## src/rtl/codec_intf.sv

```systemverilog
// ----------------------------------------------------------------------------
// codec_intf
//
// Stereo I2S-style link between the external audio codec and the equalizer
// core. A free-running 10-bit frame counter produces the codec clocks:
//   MCLK = clk/4, SCLK = clk/32, LRCLK = clk/1024 (0 = left, 1 = right).
// Each 1024-clk frame holds 32 SCLK bit slots. Slot 0 carries the LSB of the
// previous frame's right word. Slots 1..16 carry the left word, MSB first.
// Slots 17..31 carry the upper 15 bits of the right word.
//
// Rx: SDout is sampled on every SCLK rise. The left word is parked in a hold
//     register mid-frame. At the start of the next frame both words go to
//     lft_in/rht_in together, and `valid` pulses once while in RUN.
// Tx: {lft_out, rht_out} is loaded into a 32-bit shifter at cnt==0x010. The
//     shifter moves one bit onto SDin at every SCLK fall. SDin is forced low
//     until the startup sequence reaches RUN.
// Startup: INIT holds the codec in reset (RSTn=0) for one frame. WAIT then
//     lets the codec settle for STARTUP_FRAMES frames. RUN forwards samples.
//
// Ports
//   clk      in   system clock (nominally 50 MHz)
//   rst      in   asynchronous active-high reset
//   SDout    in   serial ADC data from the codec
//   lft_out  in   signed left sample from the core, to be transmitted
//   rht_out  in   signed right sample from the core, to be transmitted
//   lft_in   out  signed received left sample, to the core
//   rht_in   out  signed received right sample, to the core
//   valid    out  one-clk strobe marking a new lft_in/rht_in pair
//   MCLK     out  codec master clock
//   SCLK     out  serial bit clock
//   LRCLK    out  word select
//   RSTn     out  codec reset, active low
//   SDin     out  serial DAC data to the codec
// ----------------------------------------------------------------------------
module codec_intf #(
    parameter logic [3:0] STARTUP_FRAMES = 4'd4
) (
    input  logic               clk,
    input  logic               rst,
    input  logic               SDout,
    input  logic signed [15:0] lft_out,
    input  logic signed [15:0] rht_out,
    output logic signed [15:0] lft_in,
    output logic signed [15:0] rht_in,
    output logic               valid,
    output logic               MCLK,
    output logic               SCLK,
    output logic               LRCLK,
    output logic               RSTn,
    output logic               SDin
);

    typedef enum logic [1:0] {
        ST_INIT = 2'b00,
        ST_WAIT = 2'b01,
        ST_RUN  = 2'b10
    } state_t;

    // Frame positions at which the various events happen. Each event fires on
    // the clock edge that ends the cycle in which cnt holds this value.
    localparam logic [9:0] CNT_RIGHT_DONE = 10'h00F;
    localparam logic [9:0] CNT_TX_LOAD    = 10'h010;
    localparam logic [9:0] CNT_LEFT_DONE  = 10'h20F;
    localparam logic [9:0] CNT_FRAME_END  = 10'h3FF;
    localparam logic [4:0] SLOT_RISE      = 5'h0F;
    localparam logic [4:0] SLOT_FALL      = 5'h1F;

    logic [9:0]  cnt;
    logic        sclk_rise;
    logic        sclk_fall;
    logic        frame_end;
    logic        tx_load;
    logic        left_done;
    logic        right_done;
    logic        running;

    // Only the low 15 bits of the receive shifter are ever read back. The
    // incoming bit is appended to form the full 16-bit word, so bit 15 is not
    // stored.
    logic [14:0] rx_shift;
    logic [15:0] rx_word;
    logic [15:0] lft_hold;
    logic [31:0] tx_shift;

    logic [3:0]  fc;
    logic [3:0]  fc_next;
    state_t      state;
    state_t      state_next;

    assign sclk_rise  = (cnt[4:0] == SLOT_RISE);
    assign sclk_fall  = (cnt[4:0] == SLOT_FALL);
    assign frame_end  = (cnt == CNT_FRAME_END);
    assign tx_load    = (cnt == CNT_TX_LOAD);
    assign left_done  = (cnt == CNT_LEFT_DONE);
    assign right_done = (cnt == CNT_RIGHT_DONE);
    assign running    = (state == ST_RUN);
    assign rx_word    = {rx_shift, SDout};

    // The codec clocks are taken straight from counter flops, so they cannot
    // glitch and keep a fixed phase relationship to each other.
    assign MCLK  = cnt[1];
    assign SCLK  = cnt[4];
    assign LRCLK = cnt[9];

    // Free-running frame counter. Every timing event in the block is decoded
    // from it, and it wraps naturally from 0x3FF to 0x000.
    always_ff @(posedge clk or posedge rst) begin
        if (rst) begin
            cnt <= 10'd0;
        end else begin
            cnt <= cnt + 10'd1;
        end
    end

    // Receive path. The right LSB arrives in slot 0 of the following frame.
    // Publishing on that same rise means lft_in/rht_in always change together.
    // valid marks the new pair only once the codec has settled.
    always_ff @(posedge clk or posedge rst) begin
        if (rst) begin
            rx_shift <= 15'd0;
            lft_hold <= 16'd0;
            lft_in   <= 16'sd0;
            rht_in   <= 16'sd0;
            valid    <= 1'b0;
        end else begin
            valid <= 1'b0;
            if (sclk_rise) begin
                rx_shift <= rx_word[14:0];
                if (left_done) begin
                    lft_hold <= rx_word;
                end
                if (right_done) begin
                    lft_in <= lft_hold;
                    rht_in <= rx_word;
                    valid  <= running;
                end
            end
        end
    end

    // Transmit path. The core samples are captured in the cycle valid is high,
    // so the core has a whole frame to produce the next pair. The shifter runs
    // in every state to keep the slot alignment fixed. Only the pin itself is
    // held low until RUN, so the codec never plays stale data.
    always_ff @(posedge clk or posedge rst) begin
        if (rst) begin
            tx_shift <= 32'd0;
            SDin     <= 1'b0;
        end else if (tx_load) begin
            tx_shift <= {lft_out, rht_out};
        end else if (sclk_fall) begin
            SDin     <= running ? tx_shift[31] : 1'b0;
            tx_shift <= {tx_shift[30:0], 1'b0};
        end
    end

    // Startup sequencer registers. RSTn is registered rather than decoded from
    // the state, so the codec reset pin is glitch-free. RSTn goes high on the
    // same edge that leaves INIT.
    always_ff @(posedge clk or posedge rst) begin
        if (rst) begin
            state <= ST_INIT;
            fc    <= 4'd0;
            RSTn  <= 1'b0;
        end else begin
            state <= state_next;
            fc    <= fc_next;
            RSTn  <= (state_next != ST_INIT);
        end
    end

    // Startup sequencer transitions. The sequencer only moves at frame
    // boundaries. WAIT counts whole frames and enters RUN on the wrap where
    // the count reaches STARTUP_FRAMES.
    always_comb begin
        state_next = state;
        fc_next    = fc;
        if (frame_end) begin
            case (state)
                ST_INIT: begin
                    state_next = ST_WAIT;
                end
                ST_WAIT: begin
                    fc_next = fc + 4'd1;
                    if ((fc + 4'd1) == STARTUP_FRAMES) begin
                        state_next = ST_RUN;
                    end
                end
                ST_RUN: begin
                    state_next = ST_RUN;
                end
                default: begin
                    state_next = ST_INIT;
                end
            endcase
        end
    end

endmodule

```

## config.mk

```make
export PLATFORM = sky130hd
export DESIGN_NAME = codec_intf
export DESIGN_NICKNAME = d
export VERILOG_FILES = /design/src/rtl/codec_intf.sv
export SDC_FILE = /design/constraint.sdc
export NUM_CORES = 1
export LEC_CHECK = 0
export ABC_AREA = 0
export BUFFER_PORTS_ARGS = -buffer_cell sky130_fd_sc_hd__buf_2
export CORE_MARGIN = 2
export CORE_UTILIZATION = 45
export CTS_BUF_LIST = sky130_fd_sc_hd__clkbuf_2
export DETAILED_ROUTE_END_ITERATION = 10
export PLACE_DENSITY_LB_ADDON = 0.3
export SLEW_MARGIN = 20
export SYNTH_ARGS = -nofsm -noshare
export SYNTH_HDL_FRONTEND = slang
export SYNTH_SLANG_ARGS = --single-unit
```

## constraint.sdc

```tcl
create_clock -name clk -period 3.2 [get_ports clk]
set_input_delay 0.16 -clock clk [delete_from_list [all_inputs] [get_ports clk]]
set_output_delay 0.16 -clock clk [all_outputs]
set_load 0.01 [all_outputs]
```

==> results of run 1 <==
[power by group through the flow]
stage | combinational, W | sequential, W | clock [W]
final | 0.000140 | 0.00148 | 0.00120
after global routing | 0.000155 | 0.00148 | 0.00131
after CTS | 0.000141 | 0.00148 | 0.00124
after detailed placement | 0.000109 | 0.00150 | 0
after global placement | 0.000106 | 0.00150 | 0
after floorplan | 0.0000697 | 0.00150 | 0
[cells in the final DEF, fill, tap and decap left out, drive strengths merged, types with 2 or more instances in the layout]
cell / instances
dlygate4sd3: 34
clkinv: 6
ha: 5
buf: 77
nand4bb: 2
nand4: 6
xor2: 4
nand3: 4
nand2: 3
nor2b: 3
nor2: 2
mux2: 129
xnor2: 6
nand3b: 2
nor4: 4
dfrtp: 114
clkbuf: 18
and4: 2
inv: 10
bufinv: 5
[cells in the mapped netlist (2+ instances only)]
library cell	number	area (µm²)
nand4_1	6	37.5
xor2_1	4	35.0
dfrtp_1	114	2850
buf_12	3	60.1
nand3b_1	2	15.0
mux2_4	30	450
nor2_1	2	7.51
clkbuf_1	9	33.8
buf_2	2	10.0
mux2_2	99	1110
nand3_1	4	20.0
nand2_1	3	11.3
inv_1	8	30.0
xnor2_1	6	52.6
nand4bb_1	2	22.5
ha_1	5	62.6
nor4_1	4	25.0
nor2b_1	3	18.8
[metal layers]
layer / global-route usage (%) / up-vias / share of wire [%]
met4: 5.88 / 0 / 0.76
met5: 0 / - / 0
met3: 4.66 / 8 / 4.7
li1: - / 1385 / -
met1: 21.3 / 1469 / 47
met2: 26.2 / 76 / 48
[how the worst min path moves through the flow]
stage                    to  slack (ns)         from
3_3_place_gp    tx_shift[0]        0.37          rst
4_1_cts         tx_shift[4]        0.19          rst
5_1_grt        tx_shift[27]        0.21  lft_out[11]
2_1_floorplan   tx_shift[0]        0.31   rht_out[0]
6_report        tx_shift[5]        0.26          rst
3_5_place_dp    tx_shift[0]        0.38          rst
[state kept, by name, indices dropped and copies added (netlist names)]
signal	cells
RSTn	1
SDin	1
cnt	10
fc	4
lft_hold	16
lft_in	16
rht_in	16
rx_shift	15
state	2
tx_shift	32
valid	1
[cell families (layout without fill, tap and decap cells)]
family          count (synthesis)  in the layout  synth area share (%)
fa+ha+maj                       5              5                  1.26
flops                         114            114                  57.3
simple gates                   36             36                  4.70
compound gates                  2              2                 0.402
mux                           130            130                  31.6
xor+xnor                       10             10                  1.76
buf+inv                        24            151                  2.99
[layout make-up]
cell class	instances	area [µm²]	share of cell area [%]
well taps	140	175	2.87
repair buffers	111	751	12.3
inverters	8	32.5	0.533
clock buffers	18	90.1	1.47
flip-flops and latches	114	2850	46.7
multi-input cells	183	1980	32.4
clock inverters	14	228	3.73
[worst min-delay path: stages]
cell and delay [ns]:
dlygate4sd3_1 0.56, buf_2 0.15, inv_4 0.57
[through the flow]
stage	util, %	hold WS [ns]
5_1_grt	56.3	0.206
3_3_place_gp	50.3	0.372
6_report	56.3	0.263
4_1_cts	56.3	0.187
3_5_place_dp	50.3	0.382
2_1_floorplan	-	0.309
==> impl_results.md, run 1 <==
- Clock share of power: 42.5%
- Critical-path top delay cell: dfrtp_1
- Post-synth ARST share: 100%
- Drt drc: 0
- Largest net degree at the start of global routing: 67
- Setup TNS: 0 ns
- ANT cells: 0
- Peak VDD IR: 0.226 mV
- Die area: 0.0119 mm²
- R2r endpoint: rht_in[7]
- WL final: 8.92 mm
- Worst-Skew Late Latency: 0.63 ns
- FF-to-FF Start: cnt[1]
- Sequential share of power: 52.5%
- CP max FO: 33
- Core area: 0.0108 mm²
- Vias in the first global route: 3103
- Fin worst setup slack: 0.798 ns
- Layout Nets: 475
- Hold Vio Cnt, Final: 0
- Sw frac: 23.3%
- Std-Cell Rows: 38
- Clock Pin Slew Worst Setup and Hold Paths: 0.19 ns
- Final setup vio count: 0
- Crit. path cell count: 8
- Area Growth Syn to Fin: 22.6%
- R2r worst-path depth: 8
- Fmax: 0.416 GHz
- R2R Setup Slk: 0.80 ns
- Layout cells sized above 1: 54.0%
- Post-synth EDFFs: 0
- Ys flop type: dfrtp_1
- Cts bufs inserted: 17
- # placed instances: 522
- P_int: 0.00216 W
- Crit end category: register
- Io pins: 73
- Count of different cell masters after synthesis: 33
- Post-DP HPWL: 5.35 mm
- Synthesized flop and latch total: 114
- Initial DRT Pass Iterations: 4
- Buffers plus inverters on the worst setup path: 2
- Initial core utilization: 45.9%
- CP dominant cell by count: ha_1
- Pleak: 3.16 nW
- First-pass GRT wire length: 15.0 mm
- Crit-path max cell delay: 0.46 ns
- Design Area, Final: 0.00611 mm²
- CP top delay family: buffers and inverters
- Hold Buf Count CTS: 34
- Final Critical Period: 2.40 ns
- Max-slew headroom: 45.3%
- Worst Path Required: 3.72 ns
- Die width: 109 µm
- RSZ-0062 raised after global routing: no
- DIE HEIGHT: 109 µm
- Routed vias/inst: 5.00
- Fill cells: 887
- CTS sink cnt: 114
- Crit. Startpoint: cnt[1]
- Startpoint Class: register
- Antenna Violating Nets Remaining: 0
- Clock root buffer: clkbuf_2
- Status: finished, final reports clean
- Place WS: 0.828 ns
- # Max-Cap Violations: 0
- Syn Area/Cell: 15.5 µm²
- Worst Setup Path Type: reg -> reg
- Post-Synthesis Cells: 321
- DR iter-0 viols: 112
- Seq/Total Area, Yosys: 57.3%
- Longest Clk Path Bufs: 2
- Overall Power: 0.00281 W
- GRT Overall Usage: 16.4%
- Worst Max-Slew Pin Slew: 0.821 ns
- Final worst path period share: 75.1%
- Initial antenna violation count: 0
- Critical Path, Cell by Cell: ha_1, nand3_1, inv_1, ha_1, nor2b_1, nand4_1, buf_4, mux2_2
- Total congestion overflow: 0
- HP Class: in -> async
- Combinational power share: 5.0%
- Slew Viols, Final: 0
- Clock Skew: 0.0500 ns
- Non-filler cells, final: 588
- Wire per inst: 15.2 µm
- Via Count: 2938
- Placed cell area: 0.00545 mm²
- Net Count, Synth: 361
- Post-CTS Resized: 0
- CTS tree: built
- PortBufs: 72
- Setup bufs post-CTS: 0
- Critical Path Sink: rht_in[7]
- H-tree depth: 4
- Mapped Area: 0.00498 mm²
- PD cells: 461 mW/mm²
- Yosys Warn Count: 0
- NetSw: 0.000655 W
- Placer Congestion: 0.761
- Crit path DAT: 2.93 ns
Note: power is estimated with default switching activity, not from simulation.
==> inputs of run 2 (changes only) <==
Settings changed: ABC_AREA 0 to 1.
Clock period 3.2 ns to 2.1 ns, I/O delays scaled along.
==> run 2 against run 1 <==
Compared with the run above:
- first-iteration DRC count grew to 2.9 times the previous value
- sequential power rose by 52%
- synthesized cell count is 64% higher
- die area decreased by 2.0%
- cell count up 34%
- highest routed layer unchanged
- core utilization is 0.073 points higher
- clock-buffer cell count unchanged
- global-route usage grew 1.6 points
- critical path depth rose by 2
- non-clock buffer count grew 9
- register-to-register slack got worse by 0.61 ns
- wire length up 9.7%
==> impl_results.md, run 2 <==
- Slew Viols, Final: 0 (unchanged)
- R2r endpoint: lft_hold[13]
- Largest Register: tx_shift
- Startpoint Class: register
- PortBufs: 72 (unchanged)
- Mux share of post-synthesis cell area: 0% (-32 points)
- Reg area: 0.00285 mm² (unchanged)
- RSZ-0062 raised after global routing: no
- XOR/XNOR Fraction of Synth Area: 1.44% (-0.32 points)
- Fmax: 0.522 GHz (+25%)
- Fill cells: 975 (+9.9%)
- Synth area leaders: dfrtp_1, nand3_1, nand2_1
- Status: finished, final reports clean
- Final Critical Period: 1.91 ns (-0.488 ns)
- Die width: 108 µm (-1.0%)
- Synthesized flop and latch total: 114 (unchanged)
- Die area: 0.0117 mm² (-2.0%)
- Largest register FFs: 32 (unchanged)
- Largest net degree at the start of global routing: 66 (-1.5%)
- # Max-Cap Violations: 0 (unchanged)
- Area Growth Syn to Fin: 23.7%
- Post-Synthesis Cells: 525 (+64%)
- Antenna Violating Nets Remaining: 0 (unchanged)
- Multi-input gate area: 0.00167 mm² (-16%)
- Via Count: 3871 (+32%)
- Worst Setup Path Type: reg -> reg
- Final worst path period share: 91.2% (+16 points)
- Crit end category: register
- Initial core utilization: 45.6% (-0.35 points)
- GRT Overall Usage: 17.9% (+1.6 points)
- DR iter-0 viols: 320 (+190%)
- Worst Max-Slew Pin Slew: 0.603 ns (-0.218 ns)
- Synth top cells by count: nand2_1, dfrtp_1, nand3_1
- R2R Setup Slk: 0.19 ns (-0.61 ns)
- Commonest non-fill, non-tap cells in the layout: nand2_1, dfrtp_1, nand3_1
- Std-Cell Rows: 38 (unchanged)
- Seq/Total Area, Yosys: 58.5% (+1.2 points)
- CP max FO: 24 (-27%)
- Vias in the first global route: 3527 (+14%)
- Core area: 0.0107 mm² (-1.3%)
- # placed instances: 721 (+38%)
- DIE HEIGHT: 108 µm (-1.0%)
- Routed vias/inst: 4.92 (-1.4%)
- Core Util, Final: 56.4% (+0.073 points)
- Placer Congestion: 0.761 (+0.11%)
- Worst Path Required: 2.63 ns (-1.09 ns)
- Layout Nets: 674 (+42%)
- Simple-gate share of the synthesized area: 23.2% (+19 points)
- First-pass GRT wire length: 16.4 mm (+9.3%)
- Main combinational cell family by area after synthesis: simple AND/OR/NAND/NOR gates
- R2r worst-path depth: 10 (+2)
- CTS sink cnt: 114 (unchanged)
- Clock Skew: 0.0303 ns (-0.0197 ns)
- Total congestion overflow: 0 (unchanged)
- Share of Yosys cell area claimed by the top area cell type: 58.5% (+1.2 points)
- FF-to-FF Start: cnt[1]
- Post-synth EDFFs: 0 (unchanged)
- Non-filler cells, final: 786 (+34%)
- Initial DRT Pass Iterations: 4 (unchanged)
- Clock root buffer: clkbuf_2
- Io pins: 73 (unchanged)
- Worst-Skew Late Latency: 0.64 ns (about the same)
- Hold WS: 0.0614 ns (-0.201 ns)
- WL final: 9.79 mm (+9.7%)
- Yosys Warn Count: 0 (unchanged)
- CTS tree: built
- HP Class: in -> async
- ANT cells: 0 (unchanged)
- Adder-cell share of the synthesized area: 1.28% (+0.026 points)
- Ys flop type: dfrtp_1
- Most numerous cell in the Yosys netlist: nand2_1
- Synth Area in Compound Gates: 8.21% (+7.8 points)
- Peak VDD IR: 0.352 mV (+56%)
- Longest Clk Path Bufs: 2 (unchanged)
- Syn Area/Cell: 9.29 µm² (-40%)
- Pleak: 2.94 nW (-7.0%)
- Count of different cell masters after synthesis: 27 (-18%)
- Drt drc: 0 (unchanged)
- PD cells: 682 mW/mm² (+48%)
- Hold Vio Cnt, Final: 0 (unchanged)
- Initial antenna violation count: 0 (unchanged)
- Post-synth ARST share: 100% (unchanged)
- Clock Pin Slew Worst Setup and Hold Paths: 0.16 ns (-0.03 ns)
- Most common cell after layout, fill and taps aside: nand2_1
- Crit path DAT: 2.44 ns (-0.49 ns)
- Layout cells sized above 1: 22.3% (-32 points)
- Setup TNS: 0 ns (unchanged)
- Final setup vio count: 0 (unchanged)
- Wire per inst: 12.5 µm (-18%)
- Cts bufs inserted: 17 (unchanged)
- Post-DP HPWL: 6.18 mm (+15%)
- Mapped Area: 0.00488 mm² (-2.1%)
- Max-slew headroom: 59.7% (+14 points)
- Setup bufs post-CTS: 0 (unchanged)
- Post-synth top area cell: dfrtp_1
- H-tree depth: 4 (unchanged)
- Net Count, Synth: 565 (+57%)
run 2: changes by cell type after synthesis, sizes merged, moves of 3 or more:
cell,before,now
mux2,129,0
nand2,3,122
nand3,4,103
o21ai,0,64
inv,8,52
buf,7,20
nor2,2,14
xnor2,6,1
nor4,4,0
nor2b,3,0
nor3,1,4
xor2,4,7
run 2: repair_timing:
| item | CTS | global route |
|---|---|---|
| hold endpoints to repair | 149 | 0 |
| hold buffers | 34 | 0 |
| resized for setup | 0 | 0 |
| endpoints found under the setup margin | 0 | 0 |
run 2: worst max path at each step:
| stage | startpoint | to | slack (ns) | cells past startpoint |
|---|---|---|---|---|
| final | cnt[1] | lft_hold[13] | 0.19 | 10 |
| after global routing | cnt[1] | lft_hold[13] | 0.0007 | 10 |
| after CTS | cnt[1] | lft_hold[13] | 0.18 | 10 |
| after detailed placement | cnt[1] | lft_hold[12] | 0.20 | 10 |
| after global placement | cnt[1] | lft_hold[0] | 0.28 | 10 |
| after floorplan | cnt[1] | rht_in[7] | 0.15 | 11 |
run 2: cell families after synthesis:
group	count (synthesis)
and+or+nand+nor	251
DFF	114
buffers and inverters	82
AOI/OAI and AO/OA	65
xor gates and xnor gates	8
adders and majority gates	5
run 2: worst max-delay path, stage by stage, from the launching register on:
cell     delay (ns)
dfrtp_1        0.42
ha_1           0.19
nand2_1        0.11
nor2_4         0.10
ha_1           0.17
nand2_1        0.07
nor3b_2        0.21
nand3_1        0.14
buf_4          0.24
nand2_1        0.09
o21ai_1        0.06
run 2: per-layer routing:
metal  GRT usage, %  part of all wire, %  vias up
li1               -                    -     1931
met1           23.6                   46     1846
met2           28.4                   48       80
met3           5.24                  4.2       14
met4           6.50                  1.6        0
met5              0                    0        -
run 2: where the power goes:
group / total, W / switching, W / internal, W
Sequential: 0.00225 / 0.0000188 / 0.00223
Combinational: 0.000175 / 0.0000824 / 0.0000924
Clock: 0.00169 / 0.000809 / 0.000881
run 2: final cells by class:
class / count / share of cell area (%)
tap: 140 / 2.90
timing repair buffer: 120 / 14.2
clock buffer: 18 / 1.49
clock inverter: 13 / 3.17
multi-input combinational: 329 / 27.7
inverter: 52 / 3.30
sequential: 114 / 47.3
run 2: through the flow:
| step | total power (W) | worst slack, ns | instance area (µm²) |
|---|---|---|---|
| 5_1_grt | 0.00430 | 0.000748 | 6040 |
| 4_1_cts | 0.00418 | 0.179 | 6040 |
| 2_1_floorplan | 0.00235 | 0.151 | 4880 |
| 3_3_place_gp | 0.00241 | 0.276 | 5410 |
| 6_report | 0.00411 | 0.186 | 6040 |
| 3_5_place_dp | 0.00242 | 0.203 | 5410 |
==> inputs of run 3 (changes only) <==
Settings changed: CAP_MARGIN set to 0, CELL_PAD_IN_SITES_DETAIL_PLACEMENT set to 0, CELL_PAD_IN_SITES_GLOBAL_PLACEMENT set to 1, CORE_UTILIZATION 45 to 41, PLACE_DENSITY_LB_ADDON 0.3 to 0.25.
==> run 3 against run 2 <==
Compared with the run above:
- clock power decreased by 28%
- via count decreased by 1.5%
- die area increased by 9.4%
- global-route usage decreased by 0.86 points
- largest cell class unchanged
- flip-flop and latch count unchanged
- maximum frequency increased by 1.3%
- the run now ends with DRC left
- clock-buffer cell count increased by 2
- largest power group unchanged
- sequential power about the same
- non-clock buffer count decreased by 1
- clock skew decreased by 0.0063 ns
- power decreased by 12%
==> impl_results.md, run 3 (synthesized netlist as in run 2, its figures left out) <==
- Sw frac: 24.5% (+2.4 points)
- Fill cells: 1119 (+15%)
- Hold Crit Start: rht_out[0]
- HP Class: in -> reg
- CP max FO: 28 (+17%)
- Fmax: 0.529 GHz (+1.3%)
- Wire per inst: 12.6 µm (+0.88%)
- Most common cell after layout, fill and taps aside: nand2_1
- First-pass GRT wire length: 17.3 mm (+5.9%)
- Crit-path max cell delay: 0.41 ns (about the same)
- CTS tree: built
- Peak VDD IR: 0.325 mV (-7.7%)
- Hold Path Stages: 4
- Clock root buffer: clkbuf_2
- Core area: 0.0115 mm² (+7.6%)
- Slew Viols, Final: 0 (unchanged)
- Worst Setup Path Type: reg -> reg
- CP dominant cell by count: nand2_1
- Die width: 113 µm (+4.6%)
- Failing checks: DRC
- Io pins: 73 (unchanged)
- Largest net degree at the start of global routing: 71 (+7.6%)
- Initial DRT Pass Iterations: 7 (+3)
- Worst Path Required: 2.66 ns (+0.03 ns)
- Commonest non-fill, non-tap cells in the layout: nand2_1, dfrtp_1, nand3_1
- Hold WS: 0.162 ns (+0.101 ns)
- Cts bufs inserted: 17 (unchanged)
- Place WS: 0.183 ns (-0.0198 ns)
- WL final: 9.91 mm (+1.3%)
- Max-slew headroom: 68.8% (+9.0 points)
- FF-to-FF Start: cnt[1]
- CTS sink cnt: 114 (unchanged)
- DR iter-0 viols: 282 (-12%)
- Worst Max-Slew Pin Slew: 0.469 ns (-0.134 ns)
- GRT Overall Usage: 17.1% (-0.86 points)
- Fin worst setup slack: 0.210 ns (+0.0249 ns)
- Vias in the first global route: 3748 (+6.3%)
- Status: finished with violations
- Worst-Skew Late Latency: 0.67 ns (+0.03 ns)
- Layout cells sized above 1: 22.0% (-0.31 points)
- Pleak: 2.88 nW (-1.8%)
- Crit end category: register
- Layout Nets: 673 (-0.15%)
- Initial antenna violation count: 0 (unchanged)
- Std-Cell Rows: 39 (+2.6%)
- Overall Power: 0.00363 W (-12%)
- H-tree depth: 4 (unchanged)
- PD cells: 610 mW/mm² (-11%)
- Clock share of power: 33.4% (-7.7 points)
- R2R Setup Slk: 0.21 ns (+0.02 ns)
- ANT cells: 0 (unchanged)
- NetSw: 0.000891 W (-2.2%)
- Routed vias/inst: 4.83 (-1.9%)
- Placer Congestion: 0.795 (+4.4%)
- Clock Skew: 0.0240 ns (-0.00627 ns)
- Final setup vio count: 0 (unchanged)
- Hold Vio Cnt, Final: 0 (unchanged)
- R2r endpoint: rht_in[7]
- RSZ-0062 raised after global routing: no
- Setup TNS: 0 ns (unchanged)
- Final Critical Period: 1.89 ns (-0.0249 ns)
- Drt drc: 4 (+4)
- Critical-path top delay cell: dfrtp_1
- Initial core utilization: 42.4% (-3.2 points)
- R2r worst-path depth: 10 (unchanged)
- Longest Clk Path Bufs: 2 (unchanged)
- Largest Register: tx_shift
- Largest register FFs: 32 (unchanged)
- Via Count: 3811 (-1.5%)
- Post-DP HPWL: 6.19 mm (+0.19%)
- Worst Hold End: tx_shift[0]
- Area Growth Syn to Fin: 22.0%
- Setup bufs post-CTS: 0 (unchanged)
- PortBufs: 72 (unchanged)
- Critical Path, Cell by Cell: ha_1, nand2_1, nor2_4, ha_1, nand2_1, nor3b_2, nand3_2, buf_4, nand2_1, o21ai_1
- Combinational power share: 4.7% (+0.5 points)
- Startpoint Class: register
- Crit path DAT: 2.45 ns (about the same)
- DIE HEIGHT: 113 µm (+4.6%)
- Antenna Violating Nets Remaining: 0 (unchanged)
- Die area: 0.0128 mm² (+9.4%)
- Total congestion overflow: 0 (unchanged)
- P_int: 0.00274 W (-15%)
- Clock Pin Slew Worst Setup and Hold Paths: 0.16 ns (about the same)
- Final worst path period share: 90.0% (-1.2 points)
- Sequential share of power: 61.9% (+7.2 points)
- # Max-Cap Violations: 0 (unchanged)
## run 3: cell count changes in the layout (fill, tap and decap cells not counted)
| cell | delta |
|---|---|
| dlygate4sd3_1 | +1 |
| clkinvlp_4 | +3 |
| clkinv_2 | -1 |
| clkinv_1 | +1 |
| bufinv_16 | -4 |
| buf_4 | -3 |
| clkbuf_2 | +2 |
| buf_6 | +1 |
## run 3: power groups by stage
stage / Clock [W] / Sequential [W] / Combinational, W
finish: 0.00121 / 0.00225 / 0.000171
detailed placement: 0 / 0.00229 / 0.000126
CTS: 0.00128 / 0.00225 / 0.000176
global placement: 0 / 0.00229 / 0.000123
floorplan: 0 / 0.00228 / 0.0000635
global route: 0.00137 / 0.00225 / 0.000196
## run 3: area by class of cell
cell class / count / area (µm²) / share of cell area, %
timing repair buffer: 119 / 855 / 14.4
sequential: 114 / 2850 / 47.9
inverter: 52 / 199 / 3.34
clock inverter: 12 / 92.6 / 1.56
multi-input combinational: 329 / 1670 / 28.1
tap: 143 / 179 / 3.01
clock buffer: 20 / 100 / 1.68
## run 3: stage by stage
| step | cells | utilization, % | cell area (µm²) |
|---|---|---|---|
| after global placement | 722 | 46.9 | 5400 |
| after detailed placement | 722 | 46.9 | 5400 |
| after CTS | 789 | 51.6 | 5950 |
| after global routing | 789 | 51.7 | 5950 |
| final | 789 | 51.7 | 5950 |
| after floorplan | 525 | - | 4880 |
## run 3: what timing repair did
action	CTS	global route
hold buffers	35	0
endpoints found under the hold margin	149	0
gates resized for setup	0	1
setup endpoints to repair	0	2
## run 3: how the worst max path moves through the flow
stage | start | end | slack (ns)
3_3_place_gp | cnt[1] | rht_in[12] | 0.23
5_1_grt | cnt[1] | rht_in[7] | 0.02
3_5_place_dp | cnt[1] | rht_in[15] | 0.18
2_1_floorplan | cnt[1] | rht_in[7] | 0.15
6_report | cnt[1] | rht_in[7] | 0.21
4_1_cts | cnt[1] | lft_in[11] | 0.18
## run 3: critical path, delay by kind of cell (launching register included)
kind            cells  cell delay [ns]
compound gates      1             0.06
fa+ha+maj           2             0.35
flops               1             0.41
simple gates        6             0.71
buf+inv             1             0.25
## run 3: per-layer routing
metal | track usage, % | wire length, µm | vias up
met3 | 5.46 | 472 | 16
met1 | 22.8 | 4710 | 1793
li1 | - | - | 1924
met5 | 0 | 0 | -
met4 | 6.99 | 201 | 0
met2 | 25.9 | 4520 | 78
